## src/rtl/prog_loader.sv

```systemverilog
// prog_loader: receives a framed byte stream from the host link and writes it
// into the CPU program RAM. The CPU is held in clear for the whole load.
// A frame is COUNT, ADDR, then COUNT words sent as HI byte then LO byte.
// COUNT = 0 means 256 words.
module prog_loader (
    input  logic        clk,
    input  logic        clr_n,
    input  logic        start,
    input  logic [7:0]  in_data,
    input  logic        in_valid,
    output logic        in_ready,
    output logic        prog,
    output logic [7:0]  a,
    output logic [11:0] d,
    output logic        cpu_clr,
    output logic        busy,
    output logic        done,
    output logic        err
);

    localparam int unsigned AW = 8;
    localparam int unsigned DW = 12;
    localparam int unsigned CW = 9;

    typedef enum logic [3:0] {
        IDLE,
        GET_CNT,
        GET_ADDR,
        GET_HI,
        GET_LO,
        WRITE,
        RELEASE,
        DONE,
        ERR
    } state_t;

    state_t          state;
    state_t          state_nxt;
    logic [CW-1:0]   total;      // words in this frame, 1..256
    logic [CW-1:0]   widx;       // words written so far
    logic [CW-1:0]   widx_inc;
    logic [AW-1:0]   base;
    logic [3:0]      hi_nib;
    logic            rel_cnt;
    logic            xfer_c;
    logic            nxt_get_c;
    logic            nxt_busy_c;

    // A byte is consumed only when the loader is in a receive state.
    assign xfer_c   = in_valid & in_ready;
    assign widx_inc = widx + CW'(1);

    // Next-state decode.
    always_comb begin
        state_nxt = state;
        unique case (state)
            IDLE, DONE, ERR: begin
                if (start) state_nxt = GET_CNT;
            end
            GET_CNT: begin
                if (xfer_c) state_nxt = GET_ADDR;
            end
            GET_ADDR: begin
                if (xfer_c) state_nxt = GET_HI;
            end
            GET_HI: begin
                if (xfer_c) begin
                    if (in_data[7:4] != 4'd0) state_nxt = ERR;
                    else                      state_nxt = GET_LO;
                end
            end
            GET_LO: begin
                if (xfer_c) state_nxt = WRITE;
            end
            WRITE: begin
                if (widx_inc == total) state_nxt = RELEASE;
                else                   state_nxt = GET_HI;
            end
            RELEASE: begin
                if (rel_cnt) state_nxt = DONE;
            end
            default: state_nxt = IDLE;
        endcase
    end

    // Output decode of the upcoming state, so every output is a register.
    always_comb begin
        nxt_get_c  = (state_nxt == GET_CNT) || (state_nxt == GET_ADDR) ||
                     (state_nxt == GET_HI)  || (state_nxt == GET_LO);
        nxt_busy_c = nxt_get_c || (state_nxt == WRITE) || (state_nxt == RELEASE);
    end

    // State register, registered outputs and frame datapath.
    always_ff @(posedge clk or negedge clr_n) begin
        if (!clr_n) begin
            state    <= IDLE;
            in_ready <= 1'b0;
            prog     <= 1'b0;
            a        <= '0;
            d        <= '0;
            cpu_clr  <= 1'b1;
            busy     <= 1'b0;
            done     <= 1'b0;
            err      <= 1'b0;
            total    <= '0;
            widx     <= '0;
            base     <= '0;
            hi_nib   <= '0;
            rel_cnt  <= 1'b0;
        end else begin
            state    <= state_nxt;
            in_ready <= nxt_get_c;
            busy     <= nxt_busy_c;
            cpu_clr  <= (state_nxt != IDLE) && (state_nxt != DONE);
            done     <= (state_nxt == DONE);
            err      <= (state_nxt == ERR);
            // prog rises on the first WRITE and stays up across the gaps
            // between words until the final WRITE (or an abort) ends it.
            prog     <= (state_nxt == WRITE) ||
                        (prog && ((state_nxt == GET_HI) || (state_nxt == GET_LO)));

            if (state == GET_CNT && xfer_c) begin
                total <= (in_data == 8'd0) ? CW'(256) : CW'(in_data);
                widx  <= '0;
            end
            if (state == GET_ADDR && xfer_c) begin
                base <= in_data;
            end
            if (state == GET_HI && xfer_c) begin
                hi_nib <= in_data[3:0];
            end
            // Address and data move together, only on a LO byte.
            if (state == GET_LO && xfer_c) begin
                a <= AW'(base + widx[AW-1:0]);
                d <= DW'({hi_nib, in_data});
            end
            if (state == WRITE) begin
                widx <= widx_inc;
            end

            if (state == RELEASE) rel_cnt <= ~rel_cnt;
            else                  rel_cnt <= 1'b0;
        end
    end

endmodule

```

## config.mk

```make
export PLATFORM = sky130hd
export DESIGN_NAME = prog_loader
export DESIGN_NICKNAME = d
export VERILOG_FILES = /design/src/rtl/prog_loader.sv
export SDC_FILE = /design/constraint.sdc
export NUM_CORES = 1
export LEC_CHECK = 0
export BUFFER_PORTS_ARGS = -buffer_cell sky130_fd_sc_hd__buf_2
export CAP_MARGIN = 15
export CELL_PAD_IN_SITES_DETAIL_PLACEMENT = 0
export CELL_PAD_IN_SITES_GLOBAL_PLACEMENT = 1
export CORE_MARGIN = 1.5
export CORE_UTILIZATION = 49
export DETAILED_ROUTE_END_ITERATION = 10
export GPL_TIMING_DRIVEN = 0
export MAX_ROUTING_LAYER = met4
export PLACE_DENSITY_LB_ADDON = 0.1
export SYNTH_ARGS = -nofsm -noshare
export SYNTH_HDL_FRONTEND = slang
export SYNTH_SLANG_ARGS = --single-unit
```

## constraint.sdc

```tcl
create_clock -name clk -period 5.9 [get_ports clk]
set_clock_uncertainty 0.1 [all_clocks]
set_input_delay 1.77 -clock clk [delete_from_list [all_inputs] [get_ports clk]]
set_output_delay 1.77 -clock clk [all_outputs]
set_load 0.01 [all_outputs]
```

======== Word level (Yosys, flattened, before mapping) ========
Cells that the tools add are included.
storage, ports and cells
  bits in registers ....................... 61
  bits of input ports ..................... 12
  output and inout bits ................... 26
  word-level logic and storage cells ...... 68
operators by class
  $add $sub $neg .......................... 2
  equal/unequal tests ..................... 18
  mux-type cells .......................... 13
  bitwise operators ....................... 2
  reduce and logical (&&, ||, !) cells .... 19
operators by type and width
  kind                                                             count
  4-bit by 3-bit == test with 1-bit output, second input constant  8
  4-bit 2-to-1 mux                                                 7
  4-bit one-hot mux with 7 select lines                            1
  9-bit 2-to-1 mux                                                 3
  4-bit by 2-bit == test with 1-bit output, second input constant  4
  9-bit by 1-bit adder with 9-bit output, second input constant    1
  9-bit == test                                                    1
  8-bit adder                                                      1
  4-bit by 1-bit == test with 1-bit output, second input constant  2
  4-bit == test, second input constant                             2
  8-bit logical NOT                                                1
  4-bit nonzero test                                               2
  1-bit logical OR                                                 7
  1-bit logical AND                                                6
  4-bit logical NOT                                                1
  4-bit by 3-bit != test with 1-bit output, second input constant  1
  3-bit 2-to-1 mux                                                 1
  3-bit OR reduction                                               1
  2-bit nonzero test                                               1
  1-bit bitwise AND                                                1
  1-bit 2-to-1 mux                                                 1
  1-bit inverter                                                   1

======== Logic depth before layout (Yosys ltp) ========
  depth in word-level cells ............... 10
  gate-level depth with buffers ........... 9
  gate-level depth less buffers ........... 9

======== Worst setup path after synthesis ========
OpenSTA, ideal clock, no wires.
  path kind ............................... input to register
  start ................................... input port in_valid
  end ..................................... register base[0]
  library setup time ...................... 128 ps
  data arrival time ....................... 2785 ps
  data required time ...................... 5672 ps
  setup slack ............................. 2887 ps
  stages .................................. 4
  path buffers ............................ 1
  cells stage by stage .................... nand2_1 or4_1 buf_2 mux2_1
on the way
  cells in the longest elaborated chain, start to end .. 2
ends and longest elaborated chain
  what                  line  text
  start, declared       10    input logic in_valid,
  1-bit bitwise AND     50    assign xfer_c = in_valid & in_ready;
  1-bit logical AND     126   if (state == GET_ADDR && xfer_c) begin
  end signal, assigned  127   base <= in_data;
  end, declared         42    logic [AW-1:0] base;
No other way between the ends.
A chain may end at the register's enable or synchronous reset.

======== Final worst setup path ========
  start ................................... input port in_data[4]
  end ..................................... register in_ready
on the way
  cells in the longest elaborated chain, start to end .. 8
  elaborated cells between the ends (all ways) .. 11
  classes of those cells .................. eq/ne: 4; mux: 3; reduce/logical: 4
ends and longest elaborated chain
  what                                                                                                         line  text
  start, declared                                                                                              9     input logic [7:0] in_data,
  4-bit nonzero test *                                                                                         68    if (in_data[7:4] != 4'd0) state_nxt = ERR;
  4-bit 2-to-1 mux *                                                                                           68
  4-bit 2-to-1 mux *                                                                                           67    if (xfer_c) begin
  4-bit one-hot mux with 7 select lines *                                                                      56    unique case (state)
  4-bit by 1-bit == test with 1-bit output / 4-bit by 2-bit == test with 1-bit output (equally long branches)  88    nxt_get_c = (state_nxt == GET_CNT) || (state_nxt == GET_ADDR) ||
  1-bit logical OR (2 in a row)                                                                                88
  1-bit logical OR *                                                                                           89    (state_nxt == GET_HI) || (state_nxt == GET_LO);
  net nxt_get_c                                                                                                46    logic nxt_get_c;
  end signal, assigned                                                                                         112   in_ready <= nxt_get_c;
  end, declared                                                                                                11    output logic in_ready,
Mark *: on every way through the listed nets, which the timed path passes. The rest lies on a longest branch.

==> summary.md <==
| Metric | Value |
|---|---|
| Cell area after synthesis | about 0.0032 mm^2 |
| Ant. Diodes | 0 |
| Drt total wl | 7.14 mm |
| NetSw | ~0.00053 W |
| Final #Nets | a little under 400 |
| Register area share after synthesis | between 40% and 50% |
| GRT Util Overall | 22.2% |
| Max_slew headroom | between 30% and 40% |
| Final setup TNS | 0 ns |
| Time the worst path needs with I/O delays and setup | ~3.3 ns |
| I/O Buffers | 37 |
| Register share of total power | about two fifths |
| Hold Path Class | flip-flop to flip-flop |
| Pleak | 1.77 nW |
| Crit path launch type | input port |
| CTS tree | done |
| Post-DP HPWL | between 5 and 6 mm |
| Clk network pwr share | about a quarter |
| CP endpoint kind | flip-flop |
| Post-synth cell types | 56 |
| Sw frac | between 30% and 40% |
| R2R Path Start | widx[0] |
| Async SR Flop Fraction | 100% |
| # IOs | 38 |
| Routability Congestion | around 0.86 |
| Hold path cells | 2 |
| Synth Instances | 324 |
| Crit-path max FO | 5 |
| First-pass GRT wire length | around 12 mm |
| Die Y | approximately 84 um |
| FP Rows | 29 |
| WP data arrival | between 3 and 4 ns |
| Pwr per Cell Area | a little over 400 mW/mm^2 |
| Final hold viol count | 0 |
| Number of global-route vias before repair | approximately 2400 |
| Clock buffer depth | 2 |
| Int Power | 0.00101 W |
| Worst Path Required | a little over 6 ns |
| Final Cycle Share | a little under three fifths |
| DR iter-0 viols | between 100 and 150 |
| Vias after detailed routing | roughly 2500 |
| YS warnings | 0 |
| R2R depth | 7 |
| Most used flip-flop cell after synthesis | dfrtp_1 |
| RSZ-0062 raised after global routing | false |
| Post-synth EDFFs | 0 |
| Final Max Tran Viols | 0 |
| Setup bufs post-CTS | 0 |
| CTS Hold Bufs | 0 |
| WL per Instance | approximately 16 um |
| 1st-pass router iterations | 4 |
| Worst IR Drop VDD | 0.217 mV |
| Crit path kind | input port to flip-flop |
| Average cell area after synthesis | about 10 um^2 |
| Clock latency on the worst-skew pair | 0.34 ns |
| TritonCTS buffer count | 9 |
| Clock sinks | 61 |
| Setup violators final | 0 |
| Post-synth net total | 345 |
| H-Tree Depth | 3 |
| Vias/cell | roughly 5.6 |
| R2R Path End | in_ready |
| Die ar. | 0.00709 mm^2 |
| Finished Layout Cells | about 460 |
| # placed instances | around 440 |
| Layout cells sized above 1 | a little over a quarter |
| CP Launch Point | in_data[4] |
| Max cap viols | 0 |
| Final antenna-violating net count | 0 |
| Hold Path End | d[0] |
| Clock transition at the registers of the reported paths | roughly 0.070 ns |
| Reg2reg setup slack | 3.56 ns |
| Chip width | between 80 and 90 um |
| Tightest Pin Transition | between 0.9 and 1 ns |
| Post-cts resize count | 0 |
| Comb pwr share | 34.4% |
| Antenna violations before repair | 0 |
| FMAX | 0.300 GHz |
| Remaining global-route overflow | 0 |
| Core area | between 0.006 and 0.007 mm^2 |
| Root Driver | clkbuf_8 |
| Status | finished, final reports clean |
| Maximum number of pins on one net before global-route repair | 34 |
| Min-Delay Startpoint | d[0] |
| Seq cells post-synth | just over 60 |
| Initial core utilization | 50.9% |
| Area growth syn-to-layout | 15.9% |
| # DRC | 0 |
==> power by group through the flow <==
stage / logic, W / clock network [W] / registers, W
2_1_floorplan: 0.000397 / 0 / 0.000604
3_3_place_gp: 0.000518 / 0 / 0.000602
3_5_place_dp: 0.000526 / 0 / 0.000607
4_1_cts: 0.000530 / 0.000416 / 0.000599
5_1_grt: 0.000587 / 0.000439 / 0.000617
6_report: 0.000530 / 0.000412 / 0.000600
==> cells in the mapped netlist, drive strengths merged (2+ instances only) <==
library cell	instances	area (um^2)
o21a	4	30.0
a21o	2	15.0
o21ai	26	130
nor4	5	67.6
a211oi	2	15.0
and3	5	37.5
nor3	9	55.1
o31ai	3	22.5
xor2	7	61.3
buf	13	85.1
nand4	5	31.3
clkbuf	4	15.0
xnor2	11	96.3
a21oi	13	65.1
inv	9	33.8
nor2b	3	18.8
nor2	13	48.8
nand2	64	240
dfrtp	60	1500
mux2	21	236
nand2b	2	12.5
o41ai	3	26.3
nand3	7	45.0
and2	4	25.0
ha	8	100
o22ai	2	12.5
==> registers in the layout (all words and copies together), names as in the netlist <==
signal,cells
a,8
d,12
in_ready,1
cpu_clr,1
state,4
rel_cnt,1
busy,1
done,1
prog,1
base,8
err,1
total,9
hi_nib,4
widx,9
==> how the worst max path moves through the flow <==
stage                     to  slack, ns
floorplan            base[0]       2.89
global placement    in_ready       2.27
detailed placement  in_ready       2.28
CTS                 in_ready       2.58
global route        in_ready       2.45
finish              in_ready       2.56
==> cell usage in the layout, fill, tap and decap left out, drive strengths merged, types with 4 or more instances in the layout <==
cell    netlist  routed
o21a          4       4
buf          13      51
and2          4       4
xor2          7       7
dfrtp        60      60
a21oi        13      13
mux2         21      21
nor3          9       9
nand2        64      64
clkbuf        4      13
xnor2        11      11
nand4         5       5
nand3         7       7
nor4          5       5
o21ai        26      26
nor2         13      13
ha            8       8
and3          5       5
inv           9       9
==> metal layers <==
layer  wire length [um]  GRT usage (%)  vias up
met1               3620           31.5     1230
li1                   -              -     1237
met4                 39           6.71        0
met3                286           5.51        4
met5                  0              -        -
met2               3200           31.5       57
==> critical path: stages <==
cell      delay [ns]
buf_2           0.13
nor4_1          0.84
a22oi_1         0.27
and3_4          0.24
a211oi_1        0.23
==> stage by stage <==
step	setup WS, ns	util, %	area (um^2)	power [W]	hold slack (ns)
floorplan	2.89	-	3230	0.00100	0.335
global placement	2.27	55.3	3510	0.00112	0.354
detailed placement	2.28	55.7	3530	0.00113	0.357
CTS	2.58	59.0	3750	0.00155	0.375
global route	2.45	59.0	3750	0.00164	0.402
finish	2.56	59.0	3750	0.00154	0.371
==> cell type report <==
type / count / area [um^2]
fill: 561 / 2600
multi-input combinational: 237 / 1570
sequential: 61 / 1530
timing repair buffer: 38 / 205
clock buffer: 9 / 124
buffer: 17 / 100
tap: 77 / 96.3
clock inverter: 7 / 90.1
inverter: 9 / 33.8
==> logic make-up after synthesis <==
kind of cell / count (synthesis) / share of synthesized area (%)
AND/OR/NAND/NOR: 123 / 19.7
flip-flops: 61 / 47.3
XOR/XNOR: 18 / 4.88
multiplexers: 21 / 7.31
AO/OA/AOI/OAI: 66 / 13.0
adder cells (fa/ha/maj): 9 / 3.72
buffers and inverters: 26 / 4.14
No activity file was read; power rests on OpenSTA's default activity.
